$ cat config.mk
export PLATFORM = sky130hd
export DESIGN_NAME = fp16_operand_unpack
export DESIGN_NICKNAME = d
export VERILOG_FILES = /design/src/rtl/fp16_operand_unpack.sv
export SDC_FILE = /design/constraint.sdc
export NUM_CORES = 1
export LEC_CHECK = 0
export CAP_MARGIN = 20
export CORE_AREA = 2 2 120 122
export CTS_CLUSTER_DIAMETER = 200
export CTS_CLUSTER_SIZE = 16
export DETAILED_ROUTE_END_ITERATION = 10
export DIE_AREA = 0 0 122 124
export MAX_ROUTING_LAYER = met4
export PLACE_DENSITY = 0.56
export SYNTH_ARGS = -nofsm -noshare
export SYNTH_HDL_FRONTEND = slang
export SYNTH_SLANG_ARGS = --single-unit
$ cat constraint.sdc
create_clock -name clk -period 4.7 [get_ports clk]
set_input_delay 0.47 -clock clk [delete_from_list [all_inputs] [get_ports clk]]
set_output_delay 0.47 -clock clk [all_outputs]
set_load 0.03 [all_outputs]
$ cat src/rtl/fp16_operand_unpack.sv
// Two-stage binary16 operand unpacker feeding the half-precision add/sub datapath.
// Optional build macro FP16_UNPACK_DAZ_EN flushes subnormal inputs to signed zero.
module fp16_operand_unpack #(
  parameter int EXP_W  = 5,
  parameter int MANT_W = 10
) (
  input  logic                  clk,
  input  logic                  rst_n,
  input  logic                  in_valid,
  output logic                  in_ready,
  input  logic [EXP_W+MANT_W:0] A,
  input  logic [EXP_W+MANT_W:0] B,
  output logic                  out_valid,
  input  logic                  out_ready,
  output logic                  SIGN_A,
  output logic                  SIGN_B,
  output logic [EXP_W-1:0]      IN_EXP_A_HALF,
  output logic [EXP_W-1:0]      IN_EXP_B_HALF,
  output logic [EXP_W-1:0]      IN_EXP_HALF,
  output logic [MANT_W:0]       IN_MANT_A_HALF,
  output logic [MANT_W:0]       IN_MANT_B_HALF,
  output logic [EXP_W-1:0]      EXP_DIFF,
  output logic                  A_GE_B,
  output logic [3:0]            CLASS_A,
  output logic [3:0]            CLASS_B
);

  // Handshake: a pair moves on input when in_valid && in_ready and leaves on
  // output when out_valid && out_ready; in_ready depends only on stage state
  // and out_ready, and stage-2 data holds while out_valid && !out_ready.

  typedef struct packed {
    logic              sign;
    logic [EXP_W-1:0]  exp;
    logic [MANT_W:0]   mant;
    logic [3:0]        cls;   // {nan, inf, sub, zero}
  } op_t;

  function automatic op_t decode(input logic [EXP_W+MANT_W:0] x);
    logic [EXP_W-1:0]  e;
    logic [MANT_W-1:0] f;
    op_t               o;
    e      = x[MANT_W +: EXP_W];
    f      = x[MANT_W-1:0];
    o.sign = x[EXP_W+MANT_W];
    o.exp  = (e == '0) ? EXP_W'(1) : e;
    o.mant = {(e != '0), f};
    o.cls  = {(e == '1) && (f != '0), (e == '1) && (f == '0),
              (e == '0) && (f != '0), (e == '0) && (f == '0)};
`ifdef FP16_UNPACK_DAZ_EN
    if (e == '0) begin
      o.mant = '0;
      o.cls  = 4'b0001;
    end
`endif
    return o;
  endfunction

  logic s1_valid_q;
  op_t  s1_a_q, s1_b_q;
  op_t  s1_a_d, s1_b_d;

  logic             s2_valid_q;
  op_t              s2_a_q, s2_b_q;
  logic             s2_ge_q, s2_ge_d;
  logic [EXP_W-1:0] s2_exp_q, s2_exp_d;
  logic [EXP_W-1:0] s2_diff_q, s2_diff_d;

  logic s2_accept;

  assign s2_accept = !s2_valid_q || out_ready;
  assign in_ready  = !s1_valid_q || s2_accept;

  assign s1_a_d = decode(A);
  assign s1_b_d = decode(B);

  always_comb begin
    s2_ge_d   = (s1_a_q.exp >= s1_b_q.exp);
    s2_exp_d  = s2_ge_d ? s1_a_q.exp : s1_b_q.exp;
    s2_diff_d = s2_ge_d ? (s1_a_q.exp - s1_b_q.exp) : (s1_b_q.exp - s1_a_q.exp);
  end

  always_ff @(posedge clk or negedge rst_n) begin
    if (!rst_n) begin
      s1_valid_q <= 1'b0;
      s1_a_q     <= '0;
      s1_b_q     <= '0;
    end else if (in_ready) begin
      s1_valid_q <= in_valid;
      if (in_valid) begin
        s1_a_q <= s1_a_d;
        s1_b_q <= s1_b_d;
      end
    end
  end

  // Stage 2 only loads when it is empty or draining, so a held result never changes.
  always_ff @(posedge clk or negedge rst_n) begin
    if (!rst_n) begin
      s2_valid_q <= 1'b0;
      s2_a_q     <= '0;
      s2_b_q     <= '0;
      s2_ge_q    <= 1'b0;
      s2_exp_q   <= '0;
      s2_diff_q  <= '0;
    end else if (s2_accept) begin
      s2_valid_q <= s1_valid_q;
      if (s1_valid_q) begin
        s2_a_q    <= s1_a_q;
        s2_b_q    <= s1_b_q;
        s2_ge_q   <= s2_ge_d;
        s2_exp_q  <= s2_exp_d;
        s2_diff_q <= s2_diff_d;
      end
    end
  end

  assign out_valid      = s2_valid_q;
  assign SIGN_A         = s2_a_q.sign;
  assign SIGN_B         = s2_b_q.sign;
  assign IN_EXP_A_HALF  = s2_a_q.exp;
  assign IN_EXP_B_HALF  = s2_b_q.exp;
  assign IN_EXP_HALF    = s2_exp_q;
  assign IN_MANT_A_HALF = s2_a_q.mant;
  assign IN_MANT_B_HALF = s2_b_q.mant;
  assign EXP_DIFF       = s2_diff_q;
  assign A_GE_B         = s2_ge_q;
  assign CLASS_A        = s2_a_q.cls;
  assign CLASS_B        = s2_b_q.cls;

endmodule

==> impl_metrics.sql <==
INSERT INTO impl_metrics (metric_group, metric, value, unit) VALUES
('run_status', 'status', 'complete, no violations', ''),
('synth', 'yosysUniqueCellTypes', '33', ''),
('synth', 'post-synth-top-area-fraction', '0.595', ''),
('sta', 'setup_total_negative_slack', '0', 'ns'),
('power_and_ir_drop', 'p_comb_frac', '0.304', ''),
('synth', 'yosys.area_share.adder', '0.0374', ''),
('synth', 'synthCells', '452', ''),
('critical_path', 'reg2reg_depth', '7', ''),
('clock_network', 'clock_latency_on_the_worst_skew_pair', '0.35', 'ns'),
('synth', 'synthDominantAreaCellType', 'dfrtp_1', ''),
('clock_network', 'tritoncts', 'built', ''),
('synth', 'yosys_warnings', '0', ''),
('critical_path', 'worst-setup-path-type', 'reg2reg', ''),
('sta', 'final_setup_fails', '0', ''),
('route', 'detail-route-antenna-nets', '0', ''),
('synth', 'synth_xor_xnor_area_share', '0', ''),
('global_routing', 'grt_overflow', '0', ''),
('route', 'route.detailed.vias_per_inst', '4.51', ''),
('route', 'drtPass1Iterations', '4', ''),
('clock_network', 'clock_sink_count', '97', ''),
('global_routing', 'grt_use_total', '0.158', ''),
('critical_path', 'timing.critical_path.mode_cell', 'o21ai_0', ''),
('layout', 'layout_filler_cell_count', '1391', ''),
('layout', 'antennaDiodeCount', '0', ''),
('worst_hold_path', 'class_of_the_tightest_hold_or_removal_check', 'in2async', ''),
('clock_network', 'post_cts_hold_buffer_count', '0', ''),
('clock_network', 'cts.repair.resized', '0', ''),
('clock_network', 'htree_num_levels', '3', ''),
('placed_design', 'hpwlAfterDp', '7.66', 'mm'),
('global_routing', 'grt_pass1_wl', '17.6', 'mm'),
('sta', 'max_transition_viols_final', '0', ''),
('synth', 'synthesis.nets', '499', ''),
('synth', 'postSynthRegisterBits', '97', ''),
('clock_network', 'max-clock-path-buffers', '2', ''),
('route', 'drt-wirelength-per-cell', '14.9', 'um'),
('sta', 'fmax', '0.404', 'GHz'),
('power_and_ir_drop', 'power_density', '462', 'nW/um2'),
('sta', 'whs', '0.0803', 'ns'),
('floorplanning', 'dieArea', '15100', 'um2'),
('critical_path', 'cp_data_arrival_time', '2.74', 'ns'),
('sta', 'finalHoldViolCount', '0', ''),
('sta', 'worst_slew_margin', '0.478', ''),
('sta', 'final.setup_skew', '0.00916', 'ns'),
('route', 'remaining_drc_errors', '0', ''),
('floorplanning', 'initial_utilization', '0.297', ''),
('synth', 'synth_compound_area_frac', '0.0767', ''),
('synth', 'synth_area_leaders', 'dfrtp_1, nand2_1, o21ai_0', ''),
('power_and_ir_drop', 'power.ir.vdd_worst', '245', 'uV'),
('power_and_ir_drop', 'switching_share', '0.345', ''),
('floorplanning', 'die_w', '122', 'um'),
('power_and_ir_drop', 'p_switching', '0.871', 'mW'),
('critical_path', 'worstPathCellList', 'inv_1, ha_1, o211ai_1, o21ai_0, a21oi_1, mux2_2, o21ai_0', ''),
('critical_path', 'crit_path_top_delay_cell', 'a21oi_1', ''),
('layout', 'final_layout_size_suffix_gt1_frac', '0.0424', ''),
('critical_path', 'worstPathRequired', '4.97', 'ns'),
('sta', 'period_needed', '2.47', 'ns'),
('power_and_ir_drop', 'internal_power', '1.66', 'mW'),
('clock_network', 'cts_post_setup_buffers_inserted', '0', ''),
('critical_path', 'worst-r2r-setup-slack', '2.23', 'ns'),
('job', 'timing.max_cap.violations', '0', ''),
('synth', 'netlist_area', '4080', 'um2'),
('critical_path', 'cp_max_fo', '7', ''),
('sta', 'fraction_of_the_cycle_the_final_worst_path_needs', '0.526', ''),
('synth', 'ys_seq_area_frac', '0.595', ''),
('power_and_ir_drop', 'power_frac_clock', '0.279', ''),
('power_and_ir_drop', 'static_leakage', '2.62', 'nW'),
('placed_design', 'buffer_ports.inserted', '90', ''),
('critical_path', 'critical-path-max-stage-delay', '0.60', 'ns'),
('floorplanning', 'placement_rows', '43', ''),
('power_and_ir_drop', 'seqPwrFrac', '0.418', ''),
('global_routing', 'grt_start_max_net_pins', '61', '');
==> worst max-delay path by stage <==
stage | endpoint | depth (start not counted) | from
final | EXP_DIFF[1] | 7 | s1_a_q[16]
after detailed placement | EXP_DIFF[1] | 7 | s1_a_q[16]
after CTS | EXP_DIFF[1] | 7 | s1_a_q[16]
after floorplan | EXP_DIFF[1] | 7 | s1_a_q[16]
after global placement | IN_EXP_A_HALF[0] | 5 | out_ready
after global routing | EXP_DIFF[1] | 7 | s1_a_q[16]
==> layout by cell type (no fill, tap or decap), types with 2 or more instances in the layout <==
cell type,instances
clkbuf_16,9
nor4_1,4
a31oi_1,3
inv_1,13
or3_1,3
nor3_1,6
nor4b_1,2
ha_1,9
fa_1,2
a2bb2oi_1,2
and2_1,2
clkdlybuf4s50_1,89
dfrtp_1,97
nand3_1,4
o211a_1,2
o21ai_0,39
clkinv_4,2
nor2b_1,3
nor2_1,8
a21oi_1,6
and3_1,2
buf_4,4
nand2_1,209
nand4_1,2
nand2b_1,3
nor3b_1,2
==> logic make-up after synthesis <==
group                      Yosys count
adders and majority gates           11
muxes                                2
AOI/OAI and AO/OA                   56
buffers and inverters               33
DFF                                 97
and+or+nand+nor                    253
==> worst max-delay path, delay by kind of cell, from the launching register on <==
family | cells | cell delay (ns)
compound gates | 4 | 1.08
fa+ha+maj | 1 | 0.28
buf+inv | 1 | 0.19
flops | 1 | 0.42
mux | 1 | 0.41
==> state kept, by name, indices dropped and copies added, names as in the netlist, 5 cells and up <==
name / flops
IN_EXP_B_HALF: 5
s1_a_q: 21
IN_MANT_A_HALF: 11
s1_b_q: 21
IN_EXP_A_HALF: 5
EXP_DIFF: 5
IN_MANT_B_HALF: 11
IN_EXP_HALF: 5
==> cells in the mapped netlist (all sizes together) <==
cell type / count
a21boi: 1
buf: 2
and2: 2
nor4: 4
nand3b: 1
a2111oi: 1
o211a: 2
nor4b: 2
mux2: 1
ha: 9
a21oi: 6
inv: 13
o211ai: 1
nor3: 6
nand3: 4
nor2: 8
or3: 3
clkbuf: 18
nand2: 210
o21ai: 39
nor2b: 3
nand4: 2
or2b: 1
and3: 2
fa: 2
mux2i: 1
nor3b: 2
a2bb2oi: 2
nand2b: 3
a31oi: 3
o21a: 1
dfrtp: 97
==> routing by layer <==
layer	vias to the layer above	global-route usage	share of wire
met5	-	-	0
met4	0	0.0309	0.0041
met3	6	0.0499	0.052
met2	83	0.248	0.47
met1	1554	0.202	0.47
li1	1621	-	-
==> area by class of cell <==
type                       instances  area (um2)  share of cell area
timing repair buffer              95         968               0.177
clock buffer                      11         243              0.0443
clock inverter                     5        38.8             0.00708
inverter                          13        48.8             0.00891
sequential                        97        2430               0.443
tap                              180         225              0.0411
multi-input combinational        322        1520               0.278
==> through the flow <==
stage / cell area, um2 / power, mW / setup slack [ns] / util / cells
after floorplan: 4080 / 1.50 / 2.66 / - / 452
after global placement: 5150 / 1.85 / 2.24 / 0.375 / 705
after detailed placement: 5190 / 1.85 / 2.29 / 0.379 / 707
after CTS: 5480 / 2.57 / 2.24 / 0.399 / 723
after global routing: 5480 / 2.68 / 2.10 / 0.399 / 723
final: 5480 / 2.53 / 2.23 / 0.399 / 723
==> power by group through the flow <==
stage | Combinational (mW) | Sequential, mW | Clock [mW]
3_5_place_dp | 0.779 | 1.07 | 0
3_3_place_gp | 0.777 | 1.07 | 0
5_1_grt | 0.840 | 1.07 | 0.764
6_report | 0.768 | 1.06 | 0.704
4_1_cts | 0.781 | 1.06 | 0.731
2_1_floorplan | 0.255 | 1.25 | 0
Note: power is estimated with default switching activity, not from simulation.
